<file path="src/rtl/zoom_replicate_ctrl_pkg.sv">
// Shared definitions for the pixel-replication zoom sequencer: FSM encoding,
// legal zoom bounds and the pixel width used by the replication datapath.
package zoom_replicate_ctrl_pkg;

  localparam int PIX_W   = 8;
  localparam int ESC_W   = 3;
  localparam int ESC_MIN = 1;
  localparam int ESC_MAX = (1 << ESC_W) - 1;

  typedef enum logic [2:0] {
    ST_IDLE  = 3'd0,
    ST_READ  = 3'd1,
    ST_WAIT  = 3'd2,
    ST_WRITE = 3'd3,
    ST_DONE  = 3'd4
  } state_t;

  // Largest zoom factor whose replicated image still fits the destination.
  function automatic int max_escala(input int src_w, input int src_h,
                                    input int dst_w, input int dst_h);
    int m;
    m = dst_w / src_w;
    if ((dst_h / src_h) < m) m = dst_h / src_h;
    if (m > ESC_MAX) m = ESC_MAX;
    return m;
  endfunction

endpackage

</file>
<file path="src/rtl/zoom_replicate_ctrl_if.sv">
// Host command/status and frame-memory signals of one zoom sequencer.
interface zoom_replicate_ctrl_if #(
  parameter int SRC_AW = 15,
  parameter int DST_AW = 19
);
  import zoom_replicate_ctrl_pkg::*;

  logic                 start;
  logic                 abort;
  logic [ESC_W-1:0]     escala;
  logic                 busy;
  logic                 done;
  logic                 err;
  logic                 rd_en;
  logic [SRC_AW-1:0]    rd_addr;
  logic [PIX_W-1:0]     rd_data;
  logic                 wr_en;
  logic [DST_AW-1:0]    wr_addr;
  logic [PIX_W-1:0]     wr_data;
  logic                 wr_ready;

  // Destination write: a transfer happens on a rising edge where wr_en and
  // wr_ready are both high; while wr_ready is low, wr_en/wr_addr/wr_data hold.
  // Source read: rd_data is valid the cycle after rd_en.
  modport master (
    input  start, abort, escala, rd_data, wr_ready,
    output busy, done, err, rd_en, rd_addr, wr_en, wr_addr, wr_data
  );

  modport slave (
    output start, abort, escala, rd_data, wr_ready,
    input  busy, done, err, rd_en, rd_addr, wr_en, wr_addr, wr_data
  );

endinterface

</file>
<file path="src/rtl/zoom_replicate_ctrl_addr_gen.sv">
// Source/destination address generation for pixel replication: raster
// counters plus incremental accumulators, no multipliers.
module zoom_addr_gen
  import zoom_replicate_ctrl_pkg::*;
#(
  parameter int SRC_W  = 160,
  parameter int SRC_H  = 120,
  parameter int DST_W  = 640,
  parameter int SRC_AW = 15,
  parameter int DST_AW = 19
) (
  input  logic              clk,
  input  logic              rst_n,
  input  logic              clear,
  input  logic [ESC_W-1:0]  esc_in,
  input  logic              step,
  output logic [SRC_AW-1:0] rd_addr,
  output logic [DST_AW-1:0] wr_addr,
  output logic              blk_last,
  output logic              frame_last
);

  localparam int SX_W = (SRC_W > 1) ? $clog2(SRC_W) : 1;
  localparam int SY_W = (SRC_H > 1) ? $clog2(SRC_H) : 1;
  localparam logic [DST_AW-1:0] DST_STEP = DST_AW'(DST_W);

  logic [ESC_W-1:0]  esc;
  logic [ESC_W-1:0]  ox;
  logic [ESC_W-1:0]  oy;
  logic [SX_W-1:0]   sx;
  logic [SY_W-1:0]   sy;
  logic [SRC_AW-1:0] rd_acc;
  logic [DST_AW-1:0] row_base;  // sy*esc*DST_W
  logic [DST_AW-1:0] col_base;  // sx*esc
  logic [DST_AW-1:0] oy_off;    // oy*DST_W
  logic              ox_last;
  logic              oy_last;
  logic              sx_last;
  logic              sy_last;

  assign ox_last    = (ox == esc - ESC_W'(1));
  assign oy_last    = (oy == esc - ESC_W'(1));
  assign sx_last    = (sx == SX_W'(SRC_W - 1));
  assign sy_last    = (sy == SY_W'(SRC_H - 1));
  assign blk_last   = ox_last && oy_last;
  assign frame_last = sx_last && sy_last;

  assign rd_addr = rd_acc;
  assign wr_addr = row_base + oy_off + col_base + DST_AW'(ox);

  always_ff @(posedge clk or negedge rst_n) begin
    if (!rst_n) begin
      esc      <= '0;
      ox       <= '0;
      oy       <= '0;
      sx       <= '0;
      sy       <= '0;
      rd_acc   <= '0;
      row_base <= '0;
      col_base <= '0;
      oy_off   <= '0;
    end else if (clear) begin
      esc      <= esc_in;
      ox       <= '0;
      oy       <= '0;
      sx       <= '0;
      sy       <= '0;
      rd_acc   <= '0;
      row_base <= '0;
      col_base <= '0;
      oy_off   <= '0;
    end else if (step) begin
      if (!ox_last) begin
        ox <= ox + ESC_W'(1);
      end else begin
        ox <= '0;
        if (!oy_last) begin
          oy     <= oy + ESC_W'(1);
          oy_off <= oy_off + DST_STEP;
        end else begin
          // Block finished: move to the next source pixel in raster order.
          oy     <= '0;
          oy_off <= '0;
          rd_acc <= rd_acc + SRC_AW'(1);
          if (!sx_last) begin
            sx       <= sx + SX_W'(1);
            col_base <= col_base + DST_AW'(esc);
          end else begin
            sx       <= '0;
            col_base <= '0;
            sy       <= sy_last ? '0 : sy + SY_W'(1);
            // oy_off equals (esc-1)*DST_W here, so this adds esc*DST_W.
            row_base <= row_base + oy_off + DST_STEP;
          end
        end
      end
    end
  end

endmodule

</file>
<file path="src/rtl/zoom_replicate_ctrl.sv">
// Nearest-neighbour zoom sequencer: reads each source pixel once and writes
// it as an esc x esc block into the destination frame.
module zoom_replicate_ctrl
  import zoom_replicate_ctrl_pkg::*;
#(
  parameter int SRC_W  = 160,
  parameter int SRC_H  = 120,
  parameter int DST_W  = 640,
  parameter int DST_H  = 480,
  parameter int SRC_AW = 15,
  parameter int DST_AW = 19
) (
  input  logic                  clk,
  input  logic                  rst_n,
  zoom_replicate_ctrl_if.master bus,
  output state_t                state_dbg
);

  localparam int MAX_ESC = max_escala(SRC_W, SRC_H, DST_W, DST_H);

  state_t            state;
  state_t            state_n;
  logic              err_q;
  logic              err_n;
  logic              clear;
  logic              esc_ok;
  logic              accept;
  logic              blk_last;
  logic              frame_last;
  logic [PIX_W-1:0]  hold;
  logic [SRC_AW-1:0] rd_addr_g;
  logic [DST_AW-1:0] wr_addr_g;

  assign esc_ok = (int'(bus.escala) >= ESC_MIN) && (int'(bus.escala) <= MAX_ESC);
  // abort wins over a simultaneous accept, so no write completes on that edge.
  assign accept = (state == ST_WRITE) && bus.wr_ready && !bus.abort;

  zoom_addr_gen #(
    .SRC_W (SRC_W),
    .SRC_H (SRC_H),
    .DST_W (DST_W),
    .SRC_AW(SRC_AW),
    .DST_AW(DST_AW)
  ) u_addr_gen (
    .clk       (clk),
    .rst_n     (rst_n),
    .clear     (clear),
    .esc_in    (bus.escala),
    .step      (accept),
    .rd_addr   (rd_addr_g),
    .wr_addr   (wr_addr_g),
    .blk_last  (blk_last),
    .frame_last(frame_last)
  );

  always_ff @(posedge clk or negedge rst_n) begin
    if (!rst_n) begin
      state <= ST_IDLE;
      err_q <= 1'b0;
      hold  <= '0;
    end else begin
      state <= state_n;
      err_q <= err_n;
      if (state == ST_WAIT) hold <= bus.rd_data;
    end
  end

  always_comb begin
    state_n = state;
    err_n   = err_q;
    clear   = 1'b0;
    case (state)
      ST_IDLE: begin
        if (bus.start) begin
          if (esc_ok) begin
            clear   = 1'b1;
            err_n   = 1'b0;
            state_n = ST_READ;
          end else begin
            err_n = 1'b1;
          end
        end
      end
      ST_READ:  state_n = ST_WAIT;
      ST_WAIT:  state_n = ST_WRITE;
      ST_WRITE: begin
        if (accept && blk_last) state_n = frame_last ? ST_DONE : ST_READ;
      end
      ST_DONE:  state_n = ST_IDLE;
      default:  state_n = ST_IDLE;
    endcase
    if (bus.abort && (state != ST_IDLE)) state_n = ST_IDLE;
  end

  // Address/data buses read as zero outside their strobe cycles.
  assign bus.rd_en   = (state == ST_READ);
  assign bus.rd_addr = (state == ST_READ) ? rd_addr_g : '0;
  assign bus.wr_en   = (state == ST_WRITE);
  assign bus.wr_addr = (state == ST_WRITE) ? wr_addr_g : '0;
  assign bus.wr_data = (state == ST_WRITE) ? hold : '0;
  assign bus.busy    = (state == ST_READ) || (state == ST_WAIT) || (state == ST_WRITE);
  assign bus.done    = (state == ST_DONE);
  assign bus.err     = err_q;
  assign state_dbg   = state;

endmodule
</file>
<file path="src/flat_wrapper.sv">
// flat-port wrapper written by rule: the top's interface ports become plain ports
module zoom_replicate_ctrl_flat import zoom_replicate_ctrl_pkg::*;
#(
  parameter int SRC_W  = 160,
  parameter int SRC_H  = 120,
  parameter int DST_W  = 640,
  parameter int DST_H  = 480,
  parameter int SRC_AW = 15,
  parameter int DST_AW = 19
)
  (clk, rst_n, state_dbg, bus_start, bus_abort, bus_escala, bus_rd_data, bus_wr_ready, bus_busy, bus_done, bus_err, bus_rd_en, bus_rd_addr, bus_wr_en, bus_wr_addr, bus_wr_data);
  zoom_replicate_ctrl_if #(.SRC_AW(SRC_AW), .DST_AW(DST_AW)) bus_i ();
  input  logic clk;
  input  logic rst_n;
  output state_t state_dbg;
  input wire logic [$bits(bus_i.start)-1:0] bus_start;
  input wire logic [$bits(bus_i.abort)-1:0] bus_abort;
  input wire logic [$bits(bus_i.escala)-1:0] bus_escala;
  input wire logic [$bits(bus_i.rd_data)-1:0] bus_rd_data;
  input wire logic [$bits(bus_i.wr_ready)-1:0] bus_wr_ready;
  output wire logic [$bits(bus_i.busy)-1:0] bus_busy;
  output wire logic [$bits(bus_i.done)-1:0] bus_done;
  output wire logic [$bits(bus_i.err)-1:0] bus_err;
  output wire logic [$bits(bus_i.rd_en)-1:0] bus_rd_en;
  output wire logic [$bits(bus_i.rd_addr)-1:0] bus_rd_addr;
  output wire logic [$bits(bus_i.wr_en)-1:0] bus_wr_en;
  output wire logic [$bits(bus_i.wr_addr)-1:0] bus_wr_addr;
  output wire logic [$bits(bus_i.wr_data)-1:0] bus_wr_data;
  assign bus_i.start = bus_start;
  assign bus_i.abort = bus_abort;
  assign bus_i.escala = bus_escala;
  assign bus_i.rd_data = bus_rd_data;
  assign bus_i.wr_ready = bus_wr_ready;
  assign bus_busy = bus_i.busy;
  assign bus_done = bus_i.done;
  assign bus_err = bus_i.err;
  assign bus_rd_en = bus_i.rd_en;
  assign bus_rd_addr = bus_i.rd_addr;
  assign bus_wr_en = bus_i.wr_en;
  assign bus_wr_addr = bus_i.wr_addr;
  assign bus_wr_data = bus_i.wr_data;
  zoom_replicate_ctrl #(.SRC_W(SRC_W), .SRC_H(SRC_H), .DST_W(DST_W), .DST_H(DST_H), .SRC_AW(SRC_AW), .DST_AW(DST_AW)) u_core (.clk(clk), .rst_n(rst_n), .bus(bus_i), .state_dbg(state_dbg));
endmodule
</file>
<file path="config.mk">
export PLATFORM = sky130hd
export DESIGN_NAME = zoom_replicate_ctrl_flat
export DESIGN_NICKNAME = d
export VERILOG_FILES = /design/src/rtl/zoom_replicate_ctrl_pkg.sv /design/src/rtl/zoom_replicate_ctrl_if.sv /design/src/rtl/zoom_replicate_ctrl_addr_gen.sv /design/src/rtl/zoom_replicate_ctrl.sv /design/src/flat_wrapper.sv
export SDC_FILE = /design/constraint.sdc
export NUM_CORES = 1
export LEC_CHECK = 0
export CORE_ASPECT_RATIO = 0.7
export CORE_MARGIN = 5
export CORE_UTILIZATION = 40
export DETAILED_ROUTE_END_ITERATION = 8
export GPL_ROUTABILITY_DRIVEN = 0
export HOLD_SLACK_MARGIN = 0.03
export PLACE_DENSITY = 0.58
export SLEW_MARGIN = 20
export SYNTH_ARGS = -nofsm -noshare
export SYNTH_HDL_FRONTEND = slang
export SYNTH_HIERARCHICAL = 1
export SYNTH_SLANG_ARGS = --single-unit
</file>
<file path="constraint.sdc">
create_clock -name clk -period 4.3 [get_ports clk]
set_input_delay 0.645 -clock clk [delete_from_list [all_inputs] [get_ports clk]]
set_output_delay 0.645 -clock clk [all_outputs]
set_load 0.005 [all_outputs]
</file>
==> impl_results.md, run 1 <==
- Synth warnings: 6
- Clock skew: 0.00941 ns
- Setup total negative slack: -0.0677 ns
- Fraction of registers with async set/reset: 1.00
- CP Capture Point: bus_wr_addr[18]
- Delay-heaviest family, CP: compound AO/OA/AOI/OAI gates
- H-tree depth: 3
- Post-synthesis sequential area ratio: 0.360
- Critical path depth in cells: 17
- TritonCTS buffer count: 9
- Post-Synthesis Mean Instance Area: 9.24 um2
- HP Class: input pin to async pin
- Pre-CTS WS: -0.286 ns
- Top FF cell, synth: dfrtp_1
- CP endpoint kind: primary output
- Core area: roughly 17000 um2
- Crit path arrival time: around 3.7 ns
- Reg2reg setup slack: 0.92 ns
- Worst hold margin: around 0.27 ns
- Clk sinks: 101
- Post-route setup slack: -0.0668 ns
- WL/cell: around 16 um
- R2R depth: 9
- DR pass1 iterations: 5
- Die ar.: about 20000 um2
- RSZ-0062 raised after global routing: true
- Initial Util: 0.408
- Clock Latency Late Sink: 0.36 ns
- Design Area, Final: 9390 um2
- Vias in the first global route: 6065
- Fin. max-slew vios: 0
- Power density cells: 336 nW/um2
- Die X: roughly 170 um
- Row count: 40
- PnR Total Power: 3.15 mW
- Status: complete, but fails checks
- CTS tree: done
- Layout cell share with drive strength beyond 1: 0.241
- Peak supply drop: 0.000241 V
- # hold bufs at CTS: 0
- Critical-path cell list: ha_4, a211o_4, buf_6, a21o_1, nand2_1, o211ai_1, inv_1, ha_4, ha_4, a21o_1, a21o_1, a21oi_2, nand2_1, a31oi_2, xnor2_1, and2_1, buf_2
- Period utilization: 1.02
- HPWL after DPL: 13.2 mm
- Vias post-DR: 6026
- # port buffers: 65
- Initial DRC count: 420
- DRC: 0
- Filler instances: 1527
- Mapped cell area: between 7000 and 8000 um2
- Fmax: 0.229 GHz
- Vias/cell: 5.30
- Clock Path Buffers: 2
- Largest net degree at the start of global routing: 43
- First-pass GRT wire length: 30.5 mm
- Count of cell types in the netlist: 72
- Most common cell after layout, fill and taps aside: dfrtp_1
- IO Pins: 66
- Final #Nets: 977
- R2r startpoint: u_core/state_dbg[2]$_DFFE_PN0P_
- Worst EP required: 3.65 ns
- CP Class: flip-flop to primary output
- Total Routing Usage GR: 0.182
- CTS root buf: clkbuf_16
- EDFF count, synth: 0
- Antenna Nets Post-Route: 0
- Slowest stage delay, CP: 0.42 ns
- Worst-Margin Slew: 0.868 ns
- Inserted Diodes: 0
- Max_cap viols: 0
- Worst setup path startpoint: u_core/u_addr_gen/row_base[8]$_DFFE_PN0P_
- CP Buf/Inv Count: 3
- Final Setup Violations: 2
- Crit-path max FO: 5
- Total gr overflow: 0
- P&R area growth vs syn: 33.6%
- Placed cell area: 8380 um2
- Synth Instances: 761
- Seq cells post-synth: 101
- Final wirelength: about 19 mm
- Die height: approximately 120 um
- Critical path's slowest cell: dfrtp_1
- Post-synth net total: 836
- CP Launch Type: flip-flop
- Failing checks: setup timing
- Slew headroom: 0.421
- Critical R2R Capture: u_core/u_addr_gen/sx[7]$_DFFE_PN0P_
- Initial antenna violation count: 0
- Leak: 4.33 nW
- Final Critical Period: 4.37 ns
- Fin. Hold Viols: 0
- Most frequent cells in the layout: dfrtp_1 (99), buf_4 (87), nor2_1 (75)
- Reg clk slew, reported paths: 0.08 ns
## report_power, final
group	leakage [nW]	switching [mW]	internal, mW	total, mW
Clock	0.155	0.413	0.468	0.880
Sequential	1.35	0.114	1.06	1.18
Combinational	2.82	0.550	0.544	1.09
Total	4.33	1.08	2.08	3.15
## worst register-to-register path: stages, from the launching register on
cell	delay, ns
dfrtp_1	0.47
nand2b_4	0.22
nor4b_1	0.55
inv_1	0.25
nor4_4	0.46
a21o_2	0.37
buf_4	0.28
nand4_2	0.18
or3_1	0.37
a21oi_1	0.15
## layer usage
metal	up-vias	GRT usage	share of wire
met3	15	0.0365	0.047
met1	2948	0.267	0.49
met2	131	0.281	0.45
met5	-	0	0
met4	0	0.0365	0.0097
li1	2932	-	-
## what timing repair did
| item | in CTS | in global routing |
|---|---|---|
| hold endpoints to repair | 0 | 0 |
| gates resized for setup | 72 | 46 |
| setup endpoints to repair | 9 | 8 |
| pin swaps | 27 | 50 |
| cloned | 0 | 0 |
| setup buffers | 8 | 10 |
## cells by family after synthesis
| group | share of synthesized area |
|---|---|
| adder cells (fa/ha/maj) | 0.110 |
| flip-flops | 0.360 |
| AND/OR/NAND/NOR | 0.242 |
| multiplexers | 0.0158 |
| buffers and inverters | 0.0351 |
| AO/OA/AOI/OAI | 0.129 |
| XOR/XNOR | 0.108 |
## final cells by class
type                       count  area [um2]  area share
clock buffer                   9         225      0.0240
inverter                      31         116      0.0124
clock inverter                 7        92.6     0.00986
sequential                   101        2530       0.270
multi-input combinational    604        4810       0.513
timing repair buffer         155        1320       0.140
tap                          231         289      0.0308
## worst min path at each step
| stage | endpoint | slack [ns] | cells past startpoint | startpoint |
|---|---|---|---|---|
| finish | u_core/u_addr_gen/oy_off[16]$_DFFE_PN0P_ | 0.27 | 1 | rst_n |
| global route | u_core/u_addr_gen/row_base[12]$_DFFE_PN0P_ | 0.31 | 1 | rst_n |
| CTS | u_core/u_addr_gen/row_base[12]$_DFFE_PN0P_ | 0.29 | 1 | rst_n |
| detailed placement | u_core/u_addr_gen/row_base[12]$_DFFE_PN0P_ | 0.48 | 2 | u_core/u_addr_gen/row_base[12]$_DFFE_PN0P_ |
| global placement | u_core/u_addr_gen/row_base[12]$_DFFE_PN0P_ | 0.47 | 2 | u_core/u_addr_gen/row_base[12]$_DFFE_PN0P_ |
| floorplan | u_core/bus.err$_DFFE_PN0P_ | 0.35 | 0 | rst_n |
## cell usage after synthesis, types with 3 or more instances
cell | instances | area (um2)
dfrtp_1 | 101 | 2530
nor2_1 | 77 | 289
nand2_1 | 56 | 210
ha_1 | 54 | 676
and2_1 | 50 | 313
o21ai_0 | 46 | 230
xor2_1 | 42 | 368
xnor2_1 | 39 | 342
nand3_1 | 37 | 185
a21oi_1 | 31 | 155
inv_1 | 30 | 113
and3_1 | 18 | 113
a21o_1 | 12 | 90.1
clkbuf_1 | 11 | 41.3
buf_2 | 10 | 50.1
nand4_1 | 10 | 62.6
nor2b_1 | 10 | 62.6
nor3_1 | 10 | 50.1
mux2_2 | 9 | 101
a32o_1 | 6 | 60.1
fa_1 | 5 | 100
o31ai_1 | 5 | 37.5
or2_2 | 5 | 31.3
or3_1 | 5 | 31.3
nand2b_1 | 4 | 25.0
nor2_4 | 4 | 45.0
nor4_1 | 4 | 25.0
o21a_1 | 4 | 30.0
a211oi_1 | 3 | 22.5
a22o_1 | 3 | 26.3
a31oi_1 | 3 | 18.8
buf_6 | 3 | 33.8
nor2_2 | 3 | 18.8
nor4b_1 | 3 | 26.3
o2111ai_1 | 3 | 26.3
## through the flow
| step | util | cells |
|---|---|---|
| 6_report | 0.545 | 1138 |
| 5_1_grt | 0.545 | 1138 |
| 4_1_cts | 0.531 | 1128 |
| 3_5_place_dp | 0.486 | 1104 |
| 3_3_place_gp | 0.486 | 1104 |
| 2_1_floorplan | - | 761 |
## state kept, by name, indices dropped and copies added (netlist names), 3 cells and up
name                        count
u_core/state_dbg                3
u_core/u_addr_gen/sx            8
u_core/u_addr_gen/col_base     19
u_core/u_addr_gen/oy            3
u_core/u_addr_gen/sy            7
u_core/u_addr_gen/rd_addr      15
u_core/u_addr_gen/ox            3
u_core/u_addr_gen/esc           3
u_core/u_addr_gen/oy_off       12
u_core/u_addr_gen/row_base     19
u_core/hold                     8
Note: power is estimated with default switching activity, not from simulation.
==> run 2, diff against run 1 <==
--- a/config.mk
+++ b/config.mk
@@ -12,6 +12,7 @@
 export GPL_ROUTABILITY_DRIVEN = 0
 export HOLD_SLACK_MARGIN = 0.03
 export PLACE_DENSITY = 0.58
+export SKIP_CTS_REPAIR_TIMING = 1
 export SLEW_MARGIN = 20
 export SYNTH_ARGS = -nofsm -noshare
 export SYNTH_HDL_FRONTEND = slang
==> impl_results.md, run 2 (synthesis gave the netlist of run 1 again) <==
- Status: complete, but fails checks (unchanged)
- Failing checks: setup timing (unchanged)
- Antenna Nets Post-Route: 0 (unchanged)
- CP Class: flip-flop to primary output (unchanged)
- Fin. max-slew vios: 0 (unchanged)
- Most common cell after layout, fill and taps aside: dfrtp_1 (unchanged)
- Seq pwr share: 0.381 (was 0.374)
- Placed cells: 1104 (unchanged)
- CTS root buf: clkbuf_16 (unchanged)
- Worst-Margin Slew: 0.870 ns (was 0.868 ns)
- Non-filler cells, final: 1132 (was 1138)
- HP Class: input pin to async pin (unchanged)
- Die ar.: 20400 um2 (unchanged)
- Clock skew: 0.0118 ns (was 0.00941 ns)
- Critical-path cell list: ha_4, a211o_4, a211oi_2, o31ai_2, buf_4, xor2_4, ha_4, ha_4, buf_4, nor2b_1, a22oi_1, o21ai_1, a211o_1, and2_1, dlymetal6s2s_1 (was ha_4, a211o_4, buf_6, a21o_1, nand2_1, o211ai_1, inv_1, ha_4, ha_4, a21o_1, a21o_1, a21oi_2, nand2_1, a31oi_2, xnor2_1, and2_1, buf_2)
- IO Pins: 66 (unchanged)
- Filler instances: 1535 (was 1527)
- Clock Path Buffers: 2 (unchanged)
- R2r startpoint: u_core/state_dbg[2]$_DFFE_PN0P_ (unchanged)
- Worst hold margin: 0.269 ns (was 0.268 ns)
- Max_cap viols: 0 (unchanged)
- CP Launch Type: flip-flop (unchanged)
- Slew headroom: 0.420 (was 0.421)
- Die height: 121 um (unchanged)
- First-pass GRT wire length: 29.2 mm (was 30.5 mm)
- Largest net degree at the start of global routing: 43 (unchanged)
- Peak supply drop: 0.000240 V (was 0.000241 V)
- CP endpoint kind: primary output (unchanged)
- H-tree depth: 3 (unchanged)
- Initial DRC count: 394 (was 420)
- Critical path's slowest cell: dfrtp_1 (unchanged)
- Initial Util: 0.408 (unchanged)
- Post-route setup slack: -0.0295 ns (was -0.0668 ns)
- # port buffers: 65 (unchanged)
- Layout cell share with drive strength beyond 1: 0.224 (was 0.241)
- Final wirelength: 18.4 mm (was 18.6 mm)
- Inserted Diodes: 0 (unchanged)
- Final Setup Violations: 2 (unchanged)
- Fin. Hold Viols: 0 (unchanged)
- Most frequent cells in the layout: dfrtp_1 (100), buf_4 (81), nor2_1 (75) (was dfrtp_1 (99), buf_4 (87), nor2_1 (75))
- Final Critical Period: 4.33 ns (was 4.37 ns)
- Switching share of power: 0.342 (was 0.341)
- P&R area growth vs syn: 32.6% (was 33.6%)
- DRC: 0 (unchanged)
- Initial antenna violation count: 0 (unchanged)
- Power Internal: 2.04 mW (was 2.08 mW)
- Worst setup path startpoint: u_core/u_addr_gen/oy_off[8]$_DFFE_PN0P_ (was u_core/u_addr_gen/row_base[8]$_DFFE_PN0P_)
- Clock share of power: 0.284 (was 0.279)
- Worst EP required: 3.65 ns (about the same)
- Net Switching: 1.06 mW (was 1.08 mW)
- Die X: 168 um (unchanged)
- Fmax: 0.231 GHz (was 0.229 GHz)
- Row count: 40 (unchanged)
- Comb power frac: 0.335 (was 0.347)
- HPWL after DPL: 13.2 mm (unchanged)
- Period utilization: 1.01 (was 1.02)
- Power density cells: 332 nW/um2 (was 336 nW/um2)
- Vias post-DR: 6021 (was 6026)
- Clk sinks: 101 (unchanged)
- Final #Nets: 971 (was 977)
- Total gr overflow: 0 (unchanged)
- Critical R2R Capture: u_core/u_addr_gen/sx[7]$_DFFE_PN0P_ (unchanged)
- Setup total negative slack: -0.0361 ns (was -0.0677 ns)
- Vias in the first global route: 5891 (was 6065)
- TritonCTS buffer count: 9 (unchanged)
- Cell mode on critical path: ha_4
- Core area: 17200 um2 (unchanged)
- Total Routing Usage GR: 0.175 (was 0.182)
- CTS tree: done (unchanged)
- Crit path arrival time: 3.68 ns (was 3.72 ns)
- Vias/cell: 5.32 (was 5.30)
- Reg2reg setup slack: 0.91 ns (was 0.92 ns)
- DR pass1 iterations: 5 (unchanged)
- Leak: 4.36 nW (was 4.33 nW)
- Clock Latency Late Sink: 0.36 ns (about the same)
- Reg clk slew, reported paths: 0.08 ns (about the same)
- Slowest stage delay, CP: 0.41 ns (was 0.42 ns)
- RSZ-0062 raised after global routing: true (unchanged)
- Crit-path max FO: 5 (unchanged)
- WL/cell: 16.3 um (about the same)
- R2R depth: 9 (unchanged)
[run 2: changes by cell type in the layout (fill, tap and decap cells not counted), sizes merged]
cell and delta:
dlymetal6s2s +5, dlygate4sd2 -1, clkbuf -4, buf -7, clkdlybuf4s50 +1
[run 2: cell type report]
class / instances / area [um2] / area share
Timing Repair Buffer: 149 / 1300 / 0.140
Multi-Input combinational cell: 604 / 4760 / 0.511
Clock buffer: 9 / 225 / 0.0242
Clock inverter: 7 / 92.6 / 0.00993
Inverter: 31 / 116 / 0.0125
Sequential cell: 101 / 2530 / 0.271
Tap cell: 231 / 289 / 0.0310
[run 2: power groups by stage]
stage | clock (mW) | combinational [mW] | sequential, mW
after floorplan | 0 | 0.592 | 1.17
after global placement | 0 | 0.916 | 1.18
after detailed placement | 0 | 0.941 | 1.19
after CTS | 0.906 | 0.951 | 1.17
after global routing | 0.943 | 1.16 | 1.20
final | 0.878 | 1.04 | 1.18
[run 2: worst max path at each step]
stage,to,slack [ns]
finish,bus_wr_addr[16],-0.03
global route,bus_wr_addr[18],-0.22
CTS,bus_wr_addr[16],-0.72
detailed placement,bus_wr_addr[16],-0.29
global placement,bus_wr_addr[16],-0.20
floorplan,bus_wr_addr[18],0.43
[run 2: worst max-delay path, delay by kind of cell, from the launching register on]
kind / cells / cell delay, ns
xor gates and xnor gates: 1 / 0.17
buffers and inverters: 3 / 0.44
AOI/OAI and AO/OA: 6 / 1.32
and+or+nand+nor: 2 / 0.19
DFF: 1 / 0.41
adders and majority gates: 3 / 0.78
[run 2: routing by layer]
metal,wire length [um],global-route usage,up-vias
li1,-,-,2926
met1,9230,0.263,2948
met2,8220,0.261,133
met3,793,0.0342,14
met4,174,0.0385,0
met5,0,0,-
[run 2: metrics by stage]
step | area [um2] | util | worst slack [ns] | total power, mW
floorplan | 7030 | - | 0.435 | 1.76
global placement | 8380 | 0.486 | -0.202 | 2.10
detailed placement | 8380 | 0.486 | -0.286 | 2.13
CTS | 8690 | 0.505 | -0.716 | 3.03
global route | 9320 | 0.541 | -0.222 | 3.30
finish | 9320 | 0.541 | -0.0295 | 3.10
==> run 3, diff against run 2 <==
--- a/config.mk
+++ b/config.mk
@@ -8,6 +8,7 @@
 export CORE_ASPECT_RATIO = 0.7
 export CORE_MARGIN = 5
 export CORE_UTILIZATION = 40
+export CTS_BUF_LIST = sky130_fd_sc_hd__clkbuf_4
 export DETAILED_ROUTE_END_ITERATION = 8
 export GPL_ROUTABILITY_DRIVEN = 0
 export HOLD_SLACK_MARGIN = 0.03
==> constraint.sdc (replaced) <==
create_clock -name clk -period 4.4 [get_ports clk]
set_input_delay 0.66 -clock clk [delete_from_list [all_inputs] [get_ports clk]]
set_output_delay 0.66 -clock clk [all_outputs]
set_load 0.005 [all_outputs]
==> impl_results.md, run 3 (synthesis gave the netlist of run 1 again) <==
- Status: complete, but fails checks (unchanged)
- Failing checks: setup timing (unchanged)
- Period utilization: 1.05
- Filler instances: 1526 (was 1535)
- Reg clk slew, reported paths: 0.17 ns (was 0.08 ns)
- Vias post-DR: 5987 (was 6021)
- Total Routing Usage GR: 0.175 (about the same)
- Core Util, Final: 0.530 (was 0.541)
- Layout cell share with drive strength beyond 1: 0.235 (was 0.224)
- Die ar.: 20400 um2 (unchanged)
- Clk sinks: 101 (unchanged)
- Final #Nets: 969 (was 971)
- Row count: 40 (unchanged)
- Vias in the first global route: 5749 (was 5891)
- H-tree depth: 3 (unchanged)
- Leak: 4.26 nW (was 4.36 nW)
- Die height: 121 um (unchanged)
- DRC: 0 (unchanged)
- CP endpoint kind: primary output (unchanged)
- HP Class: input pin to async pin (unchanged)
- CP Class: flip-flop to primary output (unchanged)
- Antenna Nets Post-Route: 0 (unchanged)
- Power Internal: 1.65 mW (was 2.04 mW)
- CP Launch Type: flip-flop (unchanged)
- Clock Latency Late Sink: 0.49 ns (was 0.36 ns)
- Seq pwr share: 0.437 (was 0.381)
- Fmax: roughly 0.22 GHz
- Die X: 168 um (unchanged)
- First-pass GRT wire length: 29.2 mm (about the same)
- DR pass1 iterations: 5 (unchanged)
- CTS tree: done (unchanged)
- TritonCTS buffer count: 9 (unchanged)
- Clock share of power: 0.177 (was 0.284)
- IO Pins: 66 (unchanged)
- Crit path arrival time: 3.95 ns (was 3.68 ns)
- P&R area growth vs syn: 29.7% (was 32.6%)
- Crit-path max FO: 5 (unchanged)
- Slew headroom: 0.446 (was 0.420)
- HPWL after DPL: 13.1 mm (was 13.2 mm)
- Largest net degree at the start of global routing: 47 (was 43)
- # port buffers: 65 (unchanged)
- Post-route setup slack: -0.214 ns (was -0.0295 ns)
- Vias/cell: 5.30 (was 5.32)
- Clock skew: 0.0204 ns (was 0.0118 ns)
- Comb power frac: 0.386 (was 0.335)
- Net Switching: 0.982 mW (was 1.06 mW)
- Most frequent cells in the layout: dfrtp_1 (99), buf_4 (77), nor2_1 (75) (was dfrtp_1 (100), buf_4 (81), nor2_1 (75))
- Worst EP required: 3.74 ns (was 3.65 ns)
- Peak supply drop: 0.000149 V (was 0.000240 V)
- Switching share of power: 0.373 (was 0.342)
- Total gr overflow: 0 (unchanged)
- Inserted Diodes: 0 (unchanged)
- Worst hold margin: 0.165 ns (was 0.269 ns)
- Clock Path Buffers: 2 (unchanged)
- Reg2reg setup slack: 1.11 ns (was 0.91 ns)
- Initial DRC count: 432 (was 394)
- Final Critical Period: about 4.6 ns
- Final Setup Violations: 3 (was 2)
- Final wirelength: 18.5 mm (was 18.4 mm)
- WL/cell: 16.4 um (was 16.3 um)
- Setup total negative slack: -0.383 ns (was -0.0361 ns)
- Most common cell after layout, fill and taps aside: dfrtp_1 (unchanged)
- Max_cap viols: 0 (unchanged)
- Fin. max-slew vios: 0 (unchanged)
- Initial antenna violation count: 0 (unchanged)
- CTS root buf: clkbuf_4 (was clkbuf_16)
- RSZ-0062 raised after global routing: true (unchanged)
- Fin. Hold Viols: 0 (unchanged)
- Core area: 17200 um2 (unchanged)
- Power density cells: 289 nW/um2 (was 332 nW/um2)
- Worst-Margin Slew: 0.831 ns (was 0.870 ns)
- Initial Util: 0.408 (unchanged)
==> run 3: per-layer routing <==
metal  routed length (um)  part of all wire  GRT usage
met1                 9130              0.49      0.260
met2                 8290              0.45      0.260
met3                  817             0.044     0.0371
met4                  224             0.012     0.0390
met5                    0                 0          0
==> run 3: power by group through the flow <==
stage,registers [mW],clock network [mW],logic [mW]
CTS,1.14,0.478,0.911
finish,1.15,0.465,1.02
global route,1.17,0.522,1.12
floorplan,1.14,0,0.578
global placement,1.16,0,0.876
detailed placement,1.16,0,0.903
==> run 3: metrics by stage <==
| step | setup WS [ns] | cells | instance area [um2] | power, mW |
|---|---|---|---|---|
| 4_1_cts | -0.831 | 1105 | 8380 | 2.53 |
| 3_5_place_dp | -0.0781 | 1090 | 8270 | 2.06 |
| 6_report | -0.214 | 1129 | 9120 | 2.63 |
| 5_1_grt | -0.415 | 1129 | 9120 | 2.81 |
| 3_3_place_gp | 0.00609 | 1090 | 8270 | 2.03 |
| 2_1_floorplan | 0.520 | 761 | 7030 | 1.72 |
==> run 3: worst paths after layout <==
path / start / endpoint / cells after the start
setup / recovery: u_core/u_addr_gen/oy_off[8]$_DFFE_PN0P_ / bus_wr_addr[18] / 16
hold / removal: rst_n / u_core/u_addr_gen/oy_off[16]$_DFFE_PN0P_ / 1
setup reg to reg: u_core/state_dbg[2]$_DFFE_PN0P_ / u_core/u_addr_gen/col_base[17]$_DFFE_PN0P_ / 9
hold reg to reg: u_core/hold[0]$_DFFE_PN0P_ / u_core/hold[0]$_DFFE_PN0P_ / 1
max in group asynchronous: rst_n / u_core/u_addr_gen/col_base[1]$_DFFE_PN0P_ / 2
min in group clk: u_core/hold[0]$_DFFE_PN0P_ / u_core/hold[0]$_DFFE_PN0P_ / 1
==> run 3: worst max-delay path, stage by stage, from the launching register on <==
cell      delay, ns
dfrtp_1        0.45
ha_4           0.29
a211o_4        0.40
a211oi_4       0.23
o31ai_2        0.12
a21oi_2        0.18
xnor2_2        0.10
ha_1           0.34
ha_4           0.30
nand4_1        0.13
nor2_2         0.18
o21ai_1        0.11
nand2_2        0.09
a31oi_4        0.04
xnor2_1        0.21
and2_1         0.17
buf_2          0.12
==> run 3: layout make-up <==
type / count / area [um2] / share of cell area
Multi-Input combinational cell: 604 / 4800 / 0.526
Clock buffer: 10 / 75.1 / 0.00823
Inverter: 31 / 116 / 0.0128
Clock inverter: 5 / 37.5 / 0.00412
Sequential cell: 101 / 2530 / 0.277
Tap cell: 231 / 289 / 0.0317
Timing Repair Buffer: 147 / 1270 / 0.140
